File: config.mk
export PLATFORM = sky130hd
export DESIGN_NAME = shift_add_mult_8bit_flat
export DESIGN_NICKNAME = d
export VERILOG_FILES = /design/src/rtl/shift_add_mult_8bit_if.sv /design/src/rtl/shift_add_mult_8bit.sv /design/src/flat_wrapper.sv
export SDC_FILE = /design/constraint.sdc
export NUM_CORES = 1
export LEC_CHECK = 0
export ABC_AREA = 1
export BUFFER_PORTS_ARGS = -buffer_cell sky130_fd_sc_hd__clkbuf_2
export CORE_AREA = 2 2 81 83
export CTS_BUF_LIST = sky130_fd_sc_hd__clkbuf_2
export DETAILED_ROUTE_END_ITERATION = 16
export DIE_AREA = 0 0 83 85
export PLACE_DENSITY = 0.6
export SETUP_SLACK_MARGIN = 0.4
export SYNTH_ARGS = -nofsm -noshare
export SYNTH_HDL_FRONTEND = slang
export SYNTH_SLANG_ARGS = --single-unit
File: constraint.sdc
create_clock -name clk -period 4 [get_ports clk]
set_input_delay 0.6 -clock clk [delete_from_list [all_inputs] [get_ports clk]]
set_output_delay 0.6 -clock clk [all_outputs]
set_load 0.02 [all_outputs]
File: src/rtl/shift_add_mult_8bit_if.sv
// Handshake and data bundle for the 8x8 shift-and-add multiplier.
//   start   : request to begin a multiply (master -> slave)
//   a, b    : unsigned 8-bit operands, sampled with start (master -> slave)
//   ready   : multiplier idle and able to accept start (slave -> master)
//   busy    : multiply iterations in progress (slave -> master)
//   done    : one-cycle pulse, new product valid (slave -> master)
//   product : unsigned 16-bit result, held until the next completion (slave -> master)
interface shift_add_mult_8bit_if;
    logic        start;
    logic [7:0]  a;
    logic [7:0]  b;
    logic        ready;
    logic        busy;
    logic        done;
    logic [15:0] product;

    modport master (
        output start, a, b,
        input  ready, busy, done, product
    );

    modport slave (
        input  start, a, b,
        output ready, busy, done, product
    );
endinterface

File: src/rtl/shift_add_mult_8bit.sv
// Sequential 8x8 unsigned multiplier, one shift-and-add iteration per clock.
// Ports:
//   clk : sole clock, rising edge
//   rst : asynchronous active-high reset
//   bus : shift_add_mult_8bit_if.slave (start/a/b in, ready/busy/done/product out)
//
// state | meaning
// IDLE  | waiting for start; ready=1
// RUN   | eight add/shift iterations; busy=1
// DONE  | product just loaded; done=1 for this one cycle
module shift_add_mult_8bit (
    input  logic                  clk,
    input  logic                  rst,
    shift_add_mult_8bit_if.slave  bus
);

    // One-hot encoding so ready/busy/done come straight from state flops.
    typedef enum logic [2:0] {
        IDLE = 3'b001,
        RUN  = 3'b010,
        DONE = 3'b100
    } state_t;

    state_t      state_q, state_d;
    logic [7:0]  mcand_q, mcand_d;
    logic [7:0]  acc_q,   acc_d;
    logic [7:0]  mq_q,    mq_d;
    logic [3:0]  cnt_q,   cnt_d;
    logic [15:0] product_q, product_d;

    logic [8:0]  sum_w;

    // 9-bit add keeps the carry so the shift below never truncates.
    assign sum_w = {1'b0, acc_q} + {1'b0, (mq_q[0] ? mcand_q : 8'h00)};

    always_ff @(posedge clk or posedge rst) begin
        if (rst) begin
            state_q   <= IDLE;
            mcand_q   <= 8'h00;
            acc_q     <= 8'h00;
            mq_q      <= 8'h00;
            cnt_q     <= 4'd0;
            product_q <= 16'h0000;
        end else begin
            state_q   <= state_d;
            mcand_q   <= mcand_d;
            acc_q     <= acc_d;
            mq_q      <= mq_d;
            cnt_q     <= cnt_d;
            product_q <= product_d;
        end
    end

    always_comb begin
        state_d   = state_q;
        mcand_d   = mcand_q;
        acc_d     = acc_q;
        mq_d      = mq_q;
        cnt_d     = cnt_q;
        product_d = product_q;

        unique case (state_q)
            IDLE: begin
                if (bus.start) begin
                    state_d = RUN;
                    mcand_d = bus.a;
                    mq_d    = bus.b;
                    acc_d   = 8'h00;
                    cnt_d   = 4'd0;
                end
            end
            RUN: begin
                // {carry, sum, mq} >> 1 lands in {acc, mq}.
                acc_d = sum_w[8:1];
                mq_d  = {sum_w[0], mq_q[7:1]};
                cnt_d = cnt_q + 4'd1;
                if (cnt_q == 4'd7) begin
                    state_d   = DONE;
                    // Capture the post-shift value of the final iteration.
                    product_d = {sum_w, mq_q[7:1]};
                end
            end
            DONE: begin
                state_d = IDLE;
            end
            default: begin
                state_d = IDLE;
            end
        endcase
    end

    assign bus.ready   = state_q[0];
    assign bus.busy    = state_q[1];
    assign bus.done    = state_q[2];
    assign bus.product = product_q;

endmodule
File: src/flat_wrapper.sv
// flat-port wrapper written by rule: the top's interface ports become plain ports
module shift_add_mult_8bit_flat 
  (clk, rst, bus_start, bus_a, bus_b, bus_ready, bus_busy, bus_done, bus_product);
  shift_add_mult_8bit_if bus_i ();
  input  logic clk;
  input  logic rst;
  input wire logic [$bits(bus_i.start)-1:0] bus_start;
  input wire logic [$bits(bus_i.a)-1:0] bus_a;
  input wire logic [$bits(bus_i.b)-1:0] bus_b;
  output wire logic [$bits(bus_i.ready)-1:0] bus_ready;
  output wire logic [$bits(bus_i.busy)-1:0] bus_busy;
  output wire logic [$bits(bus_i.done)-1:0] bus_done;
  output wire logic [$bits(bus_i.product)-1:0] bus_product;
  assign bus_i.start = bus_start;
  assign bus_i.a = bus_a;
  assign bus_i.b = bus_b;
  assign bus_ready = bus_i.ready;
  assign bus_busy = bus_i.busy;
  assign bus_done = bus_i.done;
  assign bus_product = bus_i.product;
  shift_add_mult_8bit u_core (.clk(clk), .rst(rst), .bus(bus_i));
endmodule
### After elaboration in Yosys (flattened, before gate mapping)

Index checks and enable logic that the tools add are counted.

* add/sub/neg operators: 2
* multipliers: 0
* div/mod/pow operators: 0
* magnitude comparators: 0
* eq/ne operators: 5
* shift-type cells: 0
* multiplexer cells: 10
* bitwise gates (word level): 0
* reduce and logical (&&, ||, !) cells: 5

Operators by type and width (number)
* 8-bit case mux with 2 select lines: 2
* 8-bit two-way mux: 3
* 8-bit by 8-bit adder with 9-bit output: 1
* 4-bit case mux with 2 select lines: 1
* 2-bit AND reduction: 4
* 3-bit two-way mux: 2
* 3-bit case mux with 2 select lines: 1
* 4-bit by 1-bit adder with 4-bit output (second input constant): 1
* 4-bit by 3-bit == test with 1-bit output (second input constant): 1
* 4-bit two-way mux: 1
* 3-bit by 1-bit == test with 1-bit output (second input constant): 1
* 3-bit by 2-bit == test with 1-bit output (second input constant): 1
* 2-bit by 1-bit inequality test with 1-bit output (second input constant): 1
* 2-bit inequality test (second input constant): 1
* 2-bit nonzero test: 1

* register bits: 47
* latch bits: 0
* memory bits (writable): 0
* bits in read-only memories: 0
* input port bits: 19
* word-level logic and storage cells: 28
* memories: 0

### Longest topological paths before layout

* depth in word-level cells: 3
* mapped depth: 13
* mapped depth without buffers: 12

### Worst setup path before layout

OpenSTA, ideal clock, no wires.

* kind: reg2reg
* from: reg u_core.mq_q[0]
* to: reg u_core.product_q[15], in the netlist u_core.bus.product[15]
* library setup time: 0.116 ns
* arrival: 1.684 ns
* data required time: 3.884 ns
* slack: 2.199 ns
* stages on the path, launching flop included: 14
* path buffers: 1
* period minus slack after synthesis: 1.801 ns
* path through: dfrtp_1 > clkbuf_1 > nand2_1 > inv_1 > ha_1 > fa_1 > nand2_1 > nand2_1 > nand3_1 > nand2_1 > nand2_1 > nand2_1 > nand2_1 > nand2_1

* word-level cells in the longest chain between the ends: 2

RTL lines
* from (decl): line shift_add_mult_8bit.sv:27 `logic [7:0] mq_q, mq_d;`
* from (signal assigned): line shift_add_mult_8bit.sv:48 `mq_q <= mq_d;`
* 8-bit two-way mux: line shift_add_mult_8bit.sv:34 `assign sum_w = {1'b0, acc_q} + {1'b0, (mq_q[0] ? mcand_q : 8'h00)};`
* 8-bit by 8-bit adder with 9-bit output: line shift_add_mult_8bit.sv:34
* to (signal assigned): line shift_add_mult_8bit.sv:50 `product_q <= product_d;`
* to (decl): line shift_add_mult_8bit.sv:29 `logic [15:0] product_q, product_d;`

Every way passes these cells.
A chain may end at the register's enable or synchronous reset.

### Worst setup path in the final report

Ends and elaborated chain as after synthesis.

==> impl_metrics.tcl <==
set metrics [dict create \
    max_cap_viol_count 0 \
    numClockSinks 47 \
    setup_tns_ps 0 \
    netlist.area_leader.share 0.483 \
    worstMarginPinSlew_ps 976 \
    cp_cell_sequence "nand2_1, inv_1, ha_1, fa_1, nand2_1, nand2_1, nand3_1, nand2_1, nand2_1, nand2_1, nand2_1, nand2_1" \
    cp_slowest_cell "dfrtp_1" \
    die_width_microns 83 \
    grt_overflow 0 \
    ant_nets 0 \
    io_buffers 37 \
    vias 1731 \
    yosysMostFrequentCell "nand2_1" \
    rsz0062_at_grt "false" \
    r2r-start "u_core.mq_q[0]$_DFFE_PP0P_" \
    synth.net_count 294 \
    post-dp-hpwl_microns 3110 \
    startpoint "u_core.mq_q[0]$_DFFE_PP0P_" \
    grt_util_met1 0.172 \
    cp_data_required_time_ps 4350 \
    drt-pass1-iter-count 4 \
    cts_setup_buffers 0 \
    arrival_ps 2300 \
    wl_per_cell_microns 11.7 \
    via_per_inst 4.57 \
    ctsResizeCount 0 \
    synth_area_leader_cell "dfrtp_1" \
    cpMostUsedCell "nand2_1" \
    htreeDepth 2 \
    final_util 0.426 \
    drive_gt1_frac 0.262 \
    hold_path.class "in -> async" \
    core_area_sq_mm 0.00620 \
    drv_slew 0 \
    synth-seq-cells 47 \
    p_per_area_mw_per_mm2 585 \
    clock_latency_ps 430 \
    total_power_uw 1550 \
    drtIter0Drc 41 \
    fin_crit_ps 1950 \
    cellLeakagePower_uw 0.00148 \
    synth_cells 265 \
    max_freq_mhz 512 \
    met2_usage 0.244 \
    drt-total-wl_microns 4450 \
    diodes 0 \
    hold_viol 0 \
    end_kind "register" \
    status "complete, no violations" \
    seq_area_sq_mm 0.00118 \
    synth_area_leaders "dfrtp_1 48%, nand2_1 13%, ha_1 4.7%, inv_1 4.7%, mux2_2 3.8%" \
    critical_path_class "reg -> reg" \
    synth_seq_area_share 0.494 \
    start_util 0.384 \
    postCtsHoldBufs 0 \
    cts_tree "done" \
    cts_made_buffers 5 \
    grt_busiest_layer "met2" \
    startpoint_type "register" \
    std_cell_rows 29 \
    synth.cells.most_frequent "82 x nand2_1, 46 x dfrtp_1, 30 x inv_1" \
    path_max_fanout 9 \
    post-route-period-util 0.488 \
    clockRootBuffer "clkbuf_2" \
    synth_edf_count 0 \
    clk_pin_slew_worst_paths_ps 250 \
    grt_pass1_wl_microns 8000 \
    ios 38 \
    relSlewSlack 0.349 \
    n_fill_cell 638 \
    area_growth_pct 10.9 \
    antenna_found_initial 0 \
    track_usage 0.140 \
    netlist_area_sq_mm 0.00238 \
    fin_skew_ps 19.0 \
    nets 330 \
    die_area_sq_mm 0.00706 \
    ys_warn_count 0 \
    gp_congestion 0.845 \
    die_y_microns 85 \
    cp.buffers_inverters 1 \
    drc 0 \
    ir_worst_vdd_v 0.000342 \
    grt_max_degree 48 \
    cts_max_path_buffers 2 \
    async_flop_share 1.00 \
    grt_pass1_vias 1739 \
    crit_family "simple AND/OR/NAND/NOR gates" \
    synthDistinctLibCells 31 \
    synthFlopType "dfrtp_1" \
    gr-usage-met3 0.0360 \
    setup_viol 0 \
    avgSynthCellArea_sq_um 8.99 \
    critical-path-max-stage-delay_ps 560 \
    multi_input_area_sq_mm 0.00101 \
]
-- kinds of logic (layout without fill, tap and decap cells) --
kind of cell,Yosys count,in the layout,synth area share
muxes,8,8,0.0378
buffers and inverters,42,79,0.0825
AOI/OAI and AO/OA,36,36,0.0962
adders and majority gates,10,10,0.0557
DFF,47,47,0.494
and+or+nand+nor,121,121,0.230
xor gates and xnor gates,1,1,0.00368
-- worst paths after layout --
check / endpoint / slack (ps) / cells after the start
max in group asynchronous: u_core.mcand_q[0]$_DFFE_PP0P_ / 3070 / 2
max reg2reg: u_core.bus.product[15]$_DFFE_PP0P_ / 2050 / 12
min: u_core.mq_q[0]$_DFFE_PP0P_ / 330 / 2
min in group clk: u_core.mcand_q[2]$_DFFE_PP0P_ / 390 / 2
max: u_core.bus.product[15]$_DFFE_PP0P_ / 2050 / 12
min reg2reg: u_core.bus.product[12]$_DFFE_PP0P_ / 510 / 2
-- sequential cells by signal, summed over array words and instances, names as in the netlist --
signal,count
u_core.acc_q,8
u_core.bus.product,16
u_core.cnt_q,4
u_core.mcand_q,8
u_core.mq_q,8
u_core.state_q,3
-- layer usage --
metal	share of wire	wire length, microns
met1	0.47	2100
met2	0.47	2110
met3	0.043	193
met4	0.012	53
met5	0	0
-- power by group --
group	switching (uW)	internal (uW)	total, uW
logic	424	245	669
registers	76.1	601	677
clock network	158	42.0	200
total	658	889	1550
-- cell type report --
cell class | instances | share of cell area
Sequential cell | 47 | 0.446
Multi-Input combinational cell | 176 | 0.381
Clock inverter | 3 | 0.00758
Timing Repair Buffer | 37 | 0.0701
Inverter | 34 | 0.0493
Tap cell | 77 | 0.0365
Clock buffer | 5 | 0.00947
-- through the flow --
stage          cells  hold WS [ps]  setup WS [ps]  cell area (sq um)
2_1_floorplan    265           448           2200               2380
3_3_place_gp     371           465           2120               2600
3_5_place_dp     371           468           2080               2600
4_1_cts          379           355           2040               2640
5_1_grt          379           338           1800               2640
6_report         379           333           2050               2640
-- placed cells by master (no fill, tap or decap), drive strengths merged, types with 2 or more instances in the layout --
| cell type | n |
|---|---|
| o21ai | 27 |
| mux2 | 8 |
| ha | 9 |
| clkbuf | 42 |
| nand2 | 88 |
| inv | 34 |
| dfrtp | 46 |
| nor3 | 2 |
| o211ai | 2 |
| clkinv | 2 |
| nor2 | 8 |
| or2 | 2 |
| nand3 | 19 |
| nand3b | 2 |
| a21oi | 4 |
Power figures use the tool's default switching activity.
